==> src/rtl/pipelined_pc_ifid_if.sv <==
// Fetch/decode bundle between the fetch stage, the hazard unit and the PC + IF/ID latch.
// The counter signals exist only when PIPE_PERF_CNT_EN is defined.
interface pipelined_pc_ifid_if;
   logic [31:0] Next_PC;
   logic [31:0] PC_plus4;
   logic [31:0] IF_Inst;
   logic        Stall;
   logic        Flush;
   logic [31:0] PC;
   logic [31:0] ID_PC4;
   logic [31:0] ID_Inst;
   logic        ID_Valid;
   logic        Align_Err;
`ifdef PIPE_PERF_CNT_EN
   logic [15:0] Stall_Cnt;
   logic [15:0] Flush_Cnt;
`endif

   modport master (
      output Next_PC, PC_plus4, IF_Inst, Stall, Flush,
`ifdef PIPE_PERF_CNT_EN
      input  Stall_Cnt, Flush_Cnt,
`endif
      input  PC, ID_PC4, ID_Inst, ID_Valid, Align_Err
   );

   modport slave (
      input  Next_PC, PC_plus4, IF_Inst, Stall, Flush,
`ifdef PIPE_PERF_CNT_EN
      output Stall_Cnt, Flush_Cnt,
`endif
      output PC, ID_PC4, ID_Inst, ID_Valid, Align_Err
   );
endinterface

==> src/rtl/pipelined_pc_ifid.sv <==
// PC register and IF/ID latch with stall/flush priority and sticky misalignment flag.
// Optional stall/flush performance counters are enabled by defining PIPE_PERF_CNT_EN.
module pipelined_pc_ifid #(
   parameter logic [31:0] RESET_PC = 32'h0000_0000,
   parameter logic [31:0] NOP_INST = 32'h0000_0000
) (
   input logic                Clk,
   input logic                Clrn,
   pipelined_pc_ifid_if.slave bus
);

   logic [31:0] r_pc;
   logic [31:0] r_id_pc4;
   logic [31:0] r_id_inst;
   logic        r_id_valid;
   logic        r_align_err;

   logic        w_load;
   logic [31:0] w_pc_next;
   logic        w_misalign;

   assign w_load     = ~bus.Stall;
   assign w_pc_next  = {bus.Next_PC[31:2], 2'b00};
   assign w_misalign = |bus.Next_PC[1:0];

   // A stalled edge freezes everything, so a coincident flush is simply dropped.
   always_ff @(posedge Clk or negedge Clrn) begin
      if (!Clrn) begin
         r_pc        <= RESET_PC;
         r_id_pc4    <= 32'h0;
         r_id_inst   <= NOP_INST;
         r_id_valid  <= 1'b0;
         r_align_err <= 1'b0;
      end else if (w_load) begin
         r_pc <= w_pc_next;
         if (w_misalign) r_align_err <= 1'b1;
         if (bus.Flush) begin
            r_id_pc4   <= 32'h0;
            r_id_inst  <= NOP_INST;
            r_id_valid <= 1'b0;
         end else begin
            r_id_pc4   <= bus.PC_plus4;
            r_id_inst  <= bus.IF_Inst;
            r_id_valid <= 1'b1;
         end
      end
   end

   assign bus.PC        = r_pc;
   assign bus.ID_PC4    = r_id_pc4;
   assign bus.ID_Inst   = r_id_inst;
   assign bus.ID_Valid  = r_id_valid;
   assign bus.Align_Err = r_align_err;

`ifdef PIPE_PERF_CNT_EN
   logic [15:0] r_stall_cnt;
   logic [15:0] r_flush_cnt;

   function automatic logic [15:0] sat_inc(input logic [15:0] v);
      return (v == 16'hFFFF) ? v : v + 16'd1;
   endfunction

   always_ff @(posedge Clk or negedge Clrn) begin
      if (!Clrn) begin
         r_stall_cnt <= 16'h0;
         r_flush_cnt <= 16'h0;
      end else begin
         if (bus.Stall) r_stall_cnt <= sat_inc(r_stall_cnt);
         if (w_load && bus.Flush) r_flush_cnt <= sat_inc(r_flush_cnt);
      end
   end

   assign bus.Stall_Cnt = r_stall_cnt;
   assign bus.Flush_Cnt = r_flush_cnt;
`endif

endmodule

==> src/flat_wrapper.sv <==
// flat-port wrapper written by rule: the top's interface ports become plain ports
module pipelined_pc_ifid_flat 
#(
   parameter logic [31:0] RESET_PC = 32'h0000_0000,
   parameter logic [31:0] NOP_INST = 32'h0000_0000
)
  (Clk, Clrn, bus_Next_PC, bus_PC_plus4, bus_IF_Inst, bus_Stall, bus_Flush, bus_PC, bus_ID_PC4, bus_ID_Inst, bus_ID_Valid, bus_Align_Err);
  pipelined_pc_ifid_if bus_i ();
  input logic Clk;
  input logic Clrn;
  input wire logic [$bits(bus_i.Next_PC)-1:0] bus_Next_PC;
  input wire logic [$bits(bus_i.PC_plus4)-1:0] bus_PC_plus4;
  input wire logic [$bits(bus_i.IF_Inst)-1:0] bus_IF_Inst;
  input wire logic [$bits(bus_i.Stall)-1:0] bus_Stall;
  input wire logic [$bits(bus_i.Flush)-1:0] bus_Flush;
  output wire logic [$bits(bus_i.PC)-1:0] bus_PC;
  output wire logic [$bits(bus_i.ID_PC4)-1:0] bus_ID_PC4;
  output wire logic [$bits(bus_i.ID_Inst)-1:0] bus_ID_Inst;
  output wire logic [$bits(bus_i.ID_Valid)-1:0] bus_ID_Valid;
  output wire logic [$bits(bus_i.Align_Err)-1:0] bus_Align_Err;
  assign bus_i.Next_PC = bus_Next_PC;
  assign bus_i.PC_plus4 = bus_PC_plus4;
  assign bus_i.IF_Inst = bus_IF_Inst;
  assign bus_i.Stall = bus_Stall;
  assign bus_i.Flush = bus_Flush;
  assign bus_PC = bus_i.PC;
  assign bus_ID_PC4 = bus_i.ID_PC4;
  assign bus_ID_Inst = bus_i.ID_Inst;
  assign bus_ID_Valid = bus_i.ID_Valid;
  assign bus_Align_Err = bus_i.Align_Err;
  pipelined_pc_ifid #(.RESET_PC(RESET_PC), .NOP_INST(NOP_INST)) u_core (.Clk(Clk), .Clrn(Clrn), .bus(bus_i));
endmodule
==> config.mk <==
export PLATFORM = sky130hd
export DESIGN_NAME = pipelined_pc_ifid_flat
export DESIGN_NICKNAME = d
export VERILOG_FILES = /design/src/rtl/pipelined_pc_ifid_if.sv /design/src/rtl/pipelined_pc_ifid.sv /design/src/flat_wrapper.sv
export SDC_FILE = /design/constraint.sdc
export NUM_CORES = 1
export LEC_CHECK = 0
export CELL_PAD_IN_SITES_DETAIL_PLACEMENT = 1
export CELL_PAD_IN_SITES_GLOBAL_PLACEMENT = 2
export CORE_MARGIN = 2
export CORE_UTILIZATION = 39
export CTS_BUF_LIST = sky130_fd_sc_hd__clkbuf_16
export CTS_CLUSTER_DIAMETER = 50
export DETAILED_ROUTE_END_ITERATION = 8
export DONT_BUFFER_PORTS = 1
export GPL_TIMING_DRIVEN = 0
export PLACE_DENSITY = 0.83
export SYNTH_ARGS = -nofsm -noshare
export SYNTH_HDL_FRONTEND = slang
export SYNTH_SLANG_ARGS = --single-unit
==> constraint.sdc <==
create_clock -name Clk -period 1.4 [get_ports Clk]
set_clock_uncertainty 0.2 [all_clocks]
set_input_delay 0.07 -clock Clk [delete_from_list [all_inputs] [get_ports Clk]]
set_output_delay 0.07 -clock Clk [all_outputs]
set_load 0.01 [all_outputs]
== Word-level counts from Yosys, hierarchy flattened ==
Index checks and enable logic that the tools add are counted.
Storage, ports and cells
  register bits: 96
  bits of input ports: 100
  output and inout bits: 98
  logic and storage cells: 11
Operators by class
  multiplexer cells: 3
  bitwise logic cells: 1
  reduce and logical (&&, ||, !) cells: 2
Operators with widths (number)
  32-bit 2-to-1 mux: 2
  2-bit AND reduction: 1
  2-bit OR reduction: 1
  1-bit 2-to-1 mux: 1
  1-bit NOT: 1

== Longest topological paths before layout ==
  word-level depth: 2
  depth in mapped cells: 5
  mapped depth without buffers: 2

== Worst setup path after synthesis ==
No wires, ideal clock.
  path kind: flip-flop to flip-flop
  from: register, netlist name u_core.bus.PC[10]
  to: register u_core.r_pc[10], in the netlist u_core.bus.PC[10]
  library setup time: 0.125 ns
  arrival: 0.646 ns
  data required time: 1.075 ns
  slack: 0.429 ns
  cell stages (with the launch flop): 2
  path buffers: 0
  period minus slack after synthesis: 0.971 ns
  path through: dfrtp_1 mux2_2
RTL lines
  to (signal assigned): line pipelined_pc_ifid.sv:35  | r_pc <= w_pc_next;
  to (decl): line pipelined_pc_ifid.sv:12  | logic [31:0] r_pc;

== Final worst setup path ==
  from: input bus_Next_PC[0]
  to: register u_core.r_align_err, in the netlist u_core.bus.Align_Err
On the way
  longest elaborated chain between the ends: 2
RTL lines
  from (decl): line flat_wrapper.sv:11  | input wire logic [$bits(bus_i.Next_PC)-1:0] bus_Next_PC;
  2-bit OR reduction: line pipelined_pc_ifid.sv:24  | assign w_misalign = |bus.Next_PC[1:0];
  2-bit AND reduction (no source line)
  to (signal assigned): line pipelined_pc_ifid.sv:33  | r_align_err <= 1'b0;
  to (signal assigned): line pipelined_pc_ifid.sv:36  | if (w_misalign) r_align_err <= 1'b1;
  to (decl): line pipelined_pc_ifid.sv:16  | logic r_align_err;
Every way passes these cells.
A chain may end at the register's enable or synchronous reset.

==> metrics <==
RR Startpoint u_core.bus.PC[4]$_DFFE_PN0N_; main flop type after synthesis dfrtp_1; Total Power 6.51 mW; CP bufs+invs 2; Async S/R FF share, synth 100%; Crit. End Element flip-flop; Max-Cap Viols 0; Final Hold Viols 96; Starting Density 39.7%; post-route cell area 5310 um2; Mapped Cells 340; Ports 198; share of post-route cells with drive strength above 1 13.6%; die span in y 103 um; synth cell count leaders dfrtp_1 (96), nand2_1 (60), nand2b_1 (60), o21ai_1 (47), mux2_2 (30); Syn Area/Cell 11.3 um2; Multi-input gate area 1300 um2; peak supply drop 680 uV; Placed Area 4010 um2; Placed Cells 474; CP dominant cell by count dlygate4sd3_1; Total GRT Usage 21.8%; clock-pin slew on the worst setup and hold paths 70 ps; Leak 2.30 nW; fillers 1005; Post-Syn Area 3840 um2; Worst setup SP type primary input; Bufs on Longest Clock Path 2; Crit path depth 4; setup repair bufs after CTS 0; Overflow after GRT 0; Core ar. 9680 um2; CP endpoint u_core.bus.Align_Err$_DFFE_PN0P_; PD cells 1230 nW/um2; Via Count 2917; Yosys reg bits 96; Top delay family on crit path buffers and inverters; RSZ-0062 raised after global routing no; Worst-Margin Slew 524 ps; yosys warns 0; Hold Crit Class in -> async; vias per inst 4.96; Final Non-Filler Cells 588; Yosys cell types 15; Post-Route WL 11600 um; input/output buffers 0; vias in the first global route 3326; CTS Root Cell clkbuf_16; H-tree levels 3; flop2flop setup slack 330 ps; Post-CTS Hold Buffers 98; Slew headroom 64.9%; post-synth top area share 62.6%; final core utilization 54.8%; clock insertion delay at the later pin of the skew report 340 ps; post-synth top area cell dfrtp_1; Tcrit/Tclk final 96.1%; Area Growth Syn to Fin 38.2%; Required @ worst endpoint 1420 ps; FF-to-FF End u_core.bus.PC[4]$_DFFE_PN0N_; max incr delay on CP 560 ps; nets 550; first-pass GRT wire length 17500 um; worst reg2reg path depth 1; slowest CP cell dlygate4sd3_1; post-route ant nets 0; WL/cell 19.8 um; initial antenna violation count 0; crit path DAT 1370 ps; Chip Width 103 um; cell with the most instances after synthesis dfrtp_1; worst hold margin -781 ps; TritonCTS clock tree yes; post-synthesis sequential area ratio 62.6%; critical path class in -> reg; violated checks hold timing; Setup crit start bus_Next_PC[0]; worst path cell trace dlygate4sd3_1 > nor2_1 > dlygate4sd3_1 > o21bai_1; drt drc 0; die area 10700 um2; Sequential cell area 2400 um2; CP max FO 1; row count 36; post-route minimum period 1350 ps; setup_tns 0 ps; number of synthesized flops with an enable pin 0; dpl hpwl 7010 um; status finished, violations left; Num CTS Buffers 9; Max Clk Rate 743 MHz; top cells by area, synth dfrtp_1 (63%), nand2b_1 (9.8%), mux2_2 (8.8%); routability-driven placement congestion ratio 0.724; final setup fails 0; Pins Over Slew Limit 0; First DRT Iteration DRCs 42; CTS sink count 96; # diodes 0; post_cts resized 0; largest net degree at the start of global routing 97; Pre-antenna DRT Iters 4
==> worst min-delay path by stage <==
stage | start | end | slack [ps] | cells past startpoint
global route | Clrn | u_core.bus.Align_Err$_DFFE_PN0P_ | -800 | 0
CTS | Clrn | u_core.bus.PC[17]$_DFFE_PN0N_ | -790 | 0
global placement | Clrn | u_core.bus.Align_Err$_DFFE_PN0P_ | -420 | 0
detailed placement | Clrn | u_core.bus.Align_Err$_DFFE_PN0P_ | -420 | 0
finish | Clrn | u_core.bus.PC[14]$_DFFE_PN0N_ | -780 | 0
floorplan | Clrn | u_core.bus.Align_Err$_DFFE_PN0P_ | -430 | 0
==> logic make-up (layout without fill, tap and decap cells) <==
group	count (synthesis)	count (layout)	share of synthesized area, %
AOI/OAI and AO/OA	66	66	9.12
and+or+nand+nor	122	122	15.8
other	1	2	0.0977
buffers and inverters	25	139	3.58
muxes	30	30	8.80
DFF	96	96	62.6
==> metrics by stage <==
stage / hold slack (ps) / worst slack (ps)
floorplan: -426 / 429
global placement: -424 / 221
detailed placement: -424 / 218
CTS: -790 / 115
global route: -800 / 35.7
finish: -781 / 54.3
==> registers in the layout, summed over array words and instances, names as in the netlist <==
register              cells
u_core.bus.ID_PC4        32
u_core.bus.ID_Valid       1
u_core.bus.PC            30
u_core.bus.ID_Inst       32
u_core.bus.Align_Err      1
==> report_power, final <==
part	switching [mW]	internal [mW]
sequential	0.299	3.00
clock	1.13	1.42
combinational	0.271	0.391
==> cells in the final DEF, fill, tap and decap left out, drive strengths merged <==
master and instances:
conb 2, nor2 2, o21bai 1, dfrtp 96, a21o 1, buf 16
mux2 30, a22o 4, bufinv 1, nand2 60, clkinv 3, clkbuf 18
o21ai 60, dlygate4sd3 98, clkinvlp 1, inv 2, nand2b 60
==> metal layers <==
metal / vias to the layer above / wire length (um) / track usage (%)
met5: - / 0 / 0
met4: 0 / 160 / 6.28
met3: 13 / 1000 / 7.53
met2: 130 / 6270 / 40.0
met1: 1442 / 4200 / 23.8
li1: 1332 / - / -
==> final cells by class <==
class / count / area share (%)
flip-flops and latches: 96 / 45.3
multi-input cells: 220 / 24.6
repair buffers: 98 / 18.5
clock buffers: 9 / 4.25
well taps: 133 / 3.14
plain buffers: 25 / 2.59
clock inverters: 7 / 1.67
No activity file was read; power rests on OpenSTA's default activity.
